$ cat src/rtl/uart_tx.sv
// Buffered 8N1 UART transmitter: valid/ready byte input, small FIFO, LSB-first
// serialiser with a fixed clock divisor and a flop-driven line output.
module uart_tx #(
  parameter int CLKS_PER_BIT = 104,
  parameter int FIFO_DEPTH   = 4
) (
  input  logic                          i_clk,
  input  logic                          i_rst,
  input  logic [7:0]                    i_data,
  input  logic                          i_valid,
  output logic                          o_ready,
  output logic                          o_tx,
  output logic                          o_busy,
  output logic [$clog2(FIFO_DEPTH):0]   o_count
);

  localparam int DATA_W = 8;
  localparam int PTR_W  = $clog2(FIFO_DEPTH);
  localparam int BAUD_W = (CLKS_PER_BIT > 1) ? $clog2(CLKS_PER_BIT) : 1;
  localparam logic [BAUD_W-1:0] BAUD_LAST = BAUD_W'(CLKS_PER_BIT - 1);
  localparam logic [PTR_W:0]    FULL_CNT  = (PTR_W + 1)'(FIFO_DEPTH);

  typedef enum logic [1:0] {IDLE, START, DATA, STOP} state_t;

  state_t              state;
  logic [DATA_W-1:0]   mem [FIFO_DEPTH];
  logic [PTR_W-1:0]    wr_ptr;
  logic [PTR_W-1:0]    rd_ptr;
  logic [PTR_W:0]      count;
  logic [BAUD_W-1:0]   baud;
  logic [2:0]          bit_idx;
  logic [DATA_W-1:0]   shreg;
  logic                tx;
  logic                baud_end;
  logic                push;
  logic                pop;

  assign baud_end = (baud == BAUD_LAST);
  assign o_ready  = (count != FULL_CNT);
  assign push     = i_valid && o_ready;
  // The FSM takes the head either from IDLE or straight out of a finished stop bit.
  assign pop      = (count != '0) && ((state == IDLE) || ((state == STOP) && baud_end));
  assign o_count  = count;
  assign o_busy   = (state != IDLE) || (count != '0);
  assign o_tx     = tx;

  always_ff @(posedge i_clk) begin
    if (push) begin
      mem[wr_ptr] <= i_data;
    end
  end

  always_ff @(posedge i_clk) begin
    if (i_rst) begin
      wr_ptr <= '0;
      rd_ptr <= '0;
      count  <= '0;
    end else begin
      if (push) wr_ptr <= wr_ptr + PTR_W'(1);
      if (pop)  rd_ptr <= rd_ptr + PTR_W'(1);
      case ({push, pop})
        2'b10:   count <= count + (PTR_W + 1)'(1);
        2'b01:   count <= count - (PTR_W + 1)'(1);
        default: count <= count;
      endcase
    end
  end

  always_ff @(posedge i_clk) begin
    if (i_rst) begin
      state   <= IDLE;
      tx      <= 1'b1;
      baud    <= '0;
      bit_idx <= '0;
    end else begin
      case (state)
        IDLE: begin
          tx <= 1'b1;
          if (pop) begin
            shreg <= mem[rd_ptr];
            tx    <= 1'b0;
            baud  <= '0;
            state <= START;
          end
        end
        START: begin
          if (baud_end) begin
            baud    <= '0;
            tx      <= shreg[0];
            shreg   <= {1'b0, shreg[DATA_W-1:1]};
            bit_idx <= '0;
            state   <= DATA;
          end else begin
            baud <= baud + BAUD_W'(1);
          end
        end
        DATA: begin
          if (baud_end) begin
            baud <= '0;
            if (bit_idx == 3'd7) begin
              tx    <= 1'b1;
              state <= STOP;
            end else begin
              tx      <= shreg[0];
              shreg   <= {1'b0, shreg[DATA_W-1:1]};
              bit_idx <= bit_idx + 3'd1;
            end
          end else begin
            baud <= baud + BAUD_W'(1);
          end
        end
        STOP: begin
          if (baud_end) begin
            baud <= '0;
            // Chain straight into the next start bit so queued bytes leave no idle gap.
            if (pop) begin
              shreg <= mem[rd_ptr];
              tx    <= 1'b0;
              state <= START;
            end else begin
              state <= IDLE;
            end
          end else begin
            baud <= baud + BAUD_W'(1);
          end
        end
        default: begin
          tx    <= 1'b1;
          state <= IDLE;
        end
      endcase
    end
  end

endmodule

$ cat config.mk
export PLATFORM = sky130hd
export DESIGN_NAME = uart_tx
export DESIGN_NICKNAME = d
export VERILOG_FILES = /design/src/rtl/uart_tx.sv
export SDC_FILE = /design/constraint.sdc
export NUM_CORES = 1
export LEC_CHECK = 0
export CAP_MARGIN = 40
export CORE_AREA = 3 3 84 86
export CTS_CLUSTER_DIAMETER = 80
export DETAILED_ROUTE_END_ITERATION = 8
export DIE_AREA = 0 0 87 89
export HOLD_SLACK_MARGIN = 0.03
export SLEW_MARGIN = 20
export SYNTH_ARGS = -nofsm -noshare
export SYNTH_HDL_FRONTEND = slang
export SYNTH_SLANG_ARGS = --single-unit
$ cat constraint.sdc
create_clock -name i_clk -period 3 [get_ports i_clk]
set_input_delay 0.3 -clock i_clk [delete_from_list [all_inputs] [get_ports i_clk]]
set_output_delay 0.3 -clock i_clk [all_outputs]
set_load 0.005 [all_outputs]
==> flow_metrics.py <==
metrics = {
    "synthesis": {
        "synth_nets": 250,
        "yosys.area.top_type": "edfxtp_1",
        "synth-seq-area-share_pct": 57.8,
        "syn_area_um2": 2840,
        "synth_top_area_share_pct": 42.3,
        "synth_area_leaders": "edfxtp_1 42%, dfxtp_1 16%, mux4_2 6.3%",
        "synth_seq_cells": 62,
        "synth-main-ff-cell": "edfxtp_1",
        "ys_async_sr_fraction_pct": 0,
        "synthCells": 225,
        "yosys_warnings": 0,
        "syn_area_per_cell_um2": 12.6,
        "synth_edf_count": 40,
        "synth_cell_types": 46,
    },
    "timing": {
        "finalClockSkew_ns": 0.00957,
        "finalSetupViolCount": 0,
        "rsz0062_at_grt": "no",
        "hold_viol": 0,
        "max_freq_ghz": 0.375,
        "tightest_slew_ns": 0.542,
        "worst_hold_slack_ns": 0.499,
        "layout_min_cycle_time_ns": 2.66,
        "slew_headroom_pct": 63.8,
        "layout_worst_path_cycle_share_pct": 88.8,
        "fin_setup_tns_ns": 0,
        "drv_slew": 0,
    },
    "finish": {
        "final_common_cell": "edfxtp_1",
        "fin_nets": 270,
        "syn2layout_area_growth_pct": 14.8,
        "diodes": 0,
        "nFillCells": 569,
        "stdcell_area_um2": 3260,
        "mostFrequentLayoutCells": "40 x edfxtp_1, 22 x dfxtp_1, 20 x nand2_1",
        "drive_above_1_share_pct": 14.0,
        "final_util_pct": 51.3,
    },
    "grt": {
        "top_usage_layer": "met2",
        "grt_util_met3_pct": 4.98,
        "gr-total-overflow": 0,
        "grt_start_max_net_pins": 24,
        "grt_pass1_wl_mm": 8.07,
        "grtUsageTotal_pct": 13.5,
        "use_met1_pct": 17.5,
        "antenna_found_initial": 0,
        "grt_use_met2_pct": 21.3,
        "grt_pass1_vias": 1679,
    },
    "setup_path": {
        "criticalPathCategory": "flop to flop",
        "cp-end-kind": "flop",
        "critPathMaxFanout": 10,
        "crit_chain": "inv_1, ha_1, a31o_2, nand2_2, inv_1, ha_1, fa_1, xnor2_1, or3_2, a21oi_1",
        "slowest_delay_ns": 0.40,
        "slowest_stage": "or3_2",
        "crit_required_ns": 3.27,
        "cp_data_arrival_time_ns": 2.94,
        "critPathLaunchType": "flop",
    },
    "clocking": {
        "cts_tree": "built",
        "clk_path_buf_depth": 2,
        "clkSinkCount": 62,
        "numCtsBuffers": 9,
        "clock_latency_ns": 0.33,
        "clkTransAtPathRegs_ns": 0.08,
        "clockRootBuffer": "clkbuf_8",
        "htreeDepth": 3,
        "holdBufCountCts": 0,
    },
    "floorplan": {
        "die_h_um": 89,
        "ios": 17,
        "die_width_um": 87,
        "placementRows": 29,
        "core-area_um2": 6350,
        "dieArea_um2": 7740,
        "initial_core_util_pct": 44.7,
    },
    "placed_design": {
        "portBuffers": 16,
        "place_area_um2": 3060,
        "routabilityCongestion": 0.806,
        "detailed_place_hpwl_mm": 3.25,
    },
    "drt": {
        "post-route-drc-count": 0,
        "detail-route-antenna-nets": 0,
        "firstDrtPassIters": 4,
        "via_count": 1746,
        "routedWlPerCell_um": 14.5,
        "viasPerCell": 5.34,
        "drt_iter0_markers": 52,
        "wirelength_mm": 4.73,
    },
    "power_and_ir_drop": {
        "internal_power_uw": 2040,
        "power_switching_uw": 1080,
        "combinationalPowerShare_pct": 35.9,
        "worst_ir_drop_vdd_mv": 0.433,
        "pwr-share-clk_pct": 23.3,
        "p_leak_uw": 0.00120,
        "powerDensity_nw_per_um2": 961,
        "p_seq_share_pct": 40.8,
        "netSwitchingFraction_pct": 34.7,
    },
    "run": {
        "maxCapViolations": 0,
    },
    "worst_hold_path": {
        "min_path_type": "flop to flop",
    },
    "run_status": {
        "outcome": "completed",
    },
}
[synthesized netlist by cell type (2+ instances only)]
cell type and number:
a311oi_1 3, a31oi_1 4, a21oi_1 10, nor2_1 11, and3_1 6, buf_2 3
xnor2_1 2, clkbuf_1 4, mux2i_1 5, nand2_1 21, nor3_1 3, and2_1 4
inv_1 10, a31o_2 2, o211ai_1 2, nor2b_1 4, o21ai_0 16, nand3_1 4
a41oi_1 2, ha_1 13, edfxtp_1 40, buf_6 3, dfxtp_1 22, mux4_2 8
nor3b_1 2
[final timing paths]
| kind | slack [ns] | startpoint | end | cells past startpoint |
|---|---|---|---|---|
| min reg2reg | 0.50 | o_tx | o_tx | 1 |
| min | 0.50 | o_tx | o_tx | 1 |
| max | 0.34 | state[0] | o_count[2] | 10 |
| max reg2reg | 0.34 | state[0] | o_count[2] | 10 |
[power groups by stage]
| stage | combinational [uW] | clock, uW | sequential, uW |
|---|---|---|---|
| floorplan | 871 | 0 | 1240 |
| global placement | 1130 | 0 | 1300 |
| detailed placement | 1120 | 0 | 1300 |
| CTS | 1130 | 747 | 1280 |
| global route | 1260 | 788 | 1310 |
| finish | 1120 | 728 | 1280 |
[layer usage]
layer  vias to the layer above  wire length [um]
met2                        30              2250
met5                         -                 0
li1                        884                 -
met4                         0                18
met1                       828              2280
met3                         4               191
[stage by stage]
stage	worst slack (ns)	total power [uW]	instances
after floorplan	0.367	2110	225
after global placement	0.290	2420	311
after detailed placement	0.229	2420	311
after CTS	0.216	3160	327
after global routing	0.122	3360	327
final	0.336	3130	327
[cell families after synthesis]
kind of cell / Yosys count / share of synthesized area, %
XOR/XNOR: 3 / 0.926
flip-flops: 62 / 57.8
buffers and inverters: 22 / 3.84
AND/OR/NAND/NOR: 62 / 11.6
adder cells (fa/ha/maj): 14 / 6.44
multiplexers: 13 / 8.11
AO/OA/AOI/OAI: 49 / 11.3
[state kept, by name, indices dropped and copies added, names as in the netlist, named ones only]
signal   flops
mem         32
shreg        8
baud         7
bit_idx      3
o_count      3
rd_ptr       2
state        2
wr_ptr       2
o_tx         1
[layout make-up]
| class | instances | area, um2 | area share [%] |
|---|---|---|---|
| Sequential cell | 62 | 1640 | 50.4 |
| Multi-Input combinational cell | 141 | 1090 | 33.5 |
| Timing Repair Buffer | 20 | 190 | 5.84 |
| Clock buffer | 9 | 124 | 3.80 |
| Tap cell | 77 | 96.3 | 2.96 |
| Clock inverter | 7 | 73.8 | 2.27 |
| Inverter | 11 | 41.3 | 1.27 |
[repair_timing]
action,in CTS,in global routing
buffers inserted,0,0
setup endpoints to repair,0,1
gates resized for setup,0,1
[worst max-delay path: cells and delay by family, from the launching register on]
kind | cells | cell delay [ns]
adder cells (fa/ha/maj) | 3 | 0.92
AND/OR/NAND/NOR | 2 | 0.56
XOR/XNOR | 1 | 0.14
buffers and inverters | 2 | 0.19
AO/OA/AOI/OAI | 2 | 0.44
flip-flops | 1 | 0.36
Note: power is estimated with default switching activity, not from simulation.
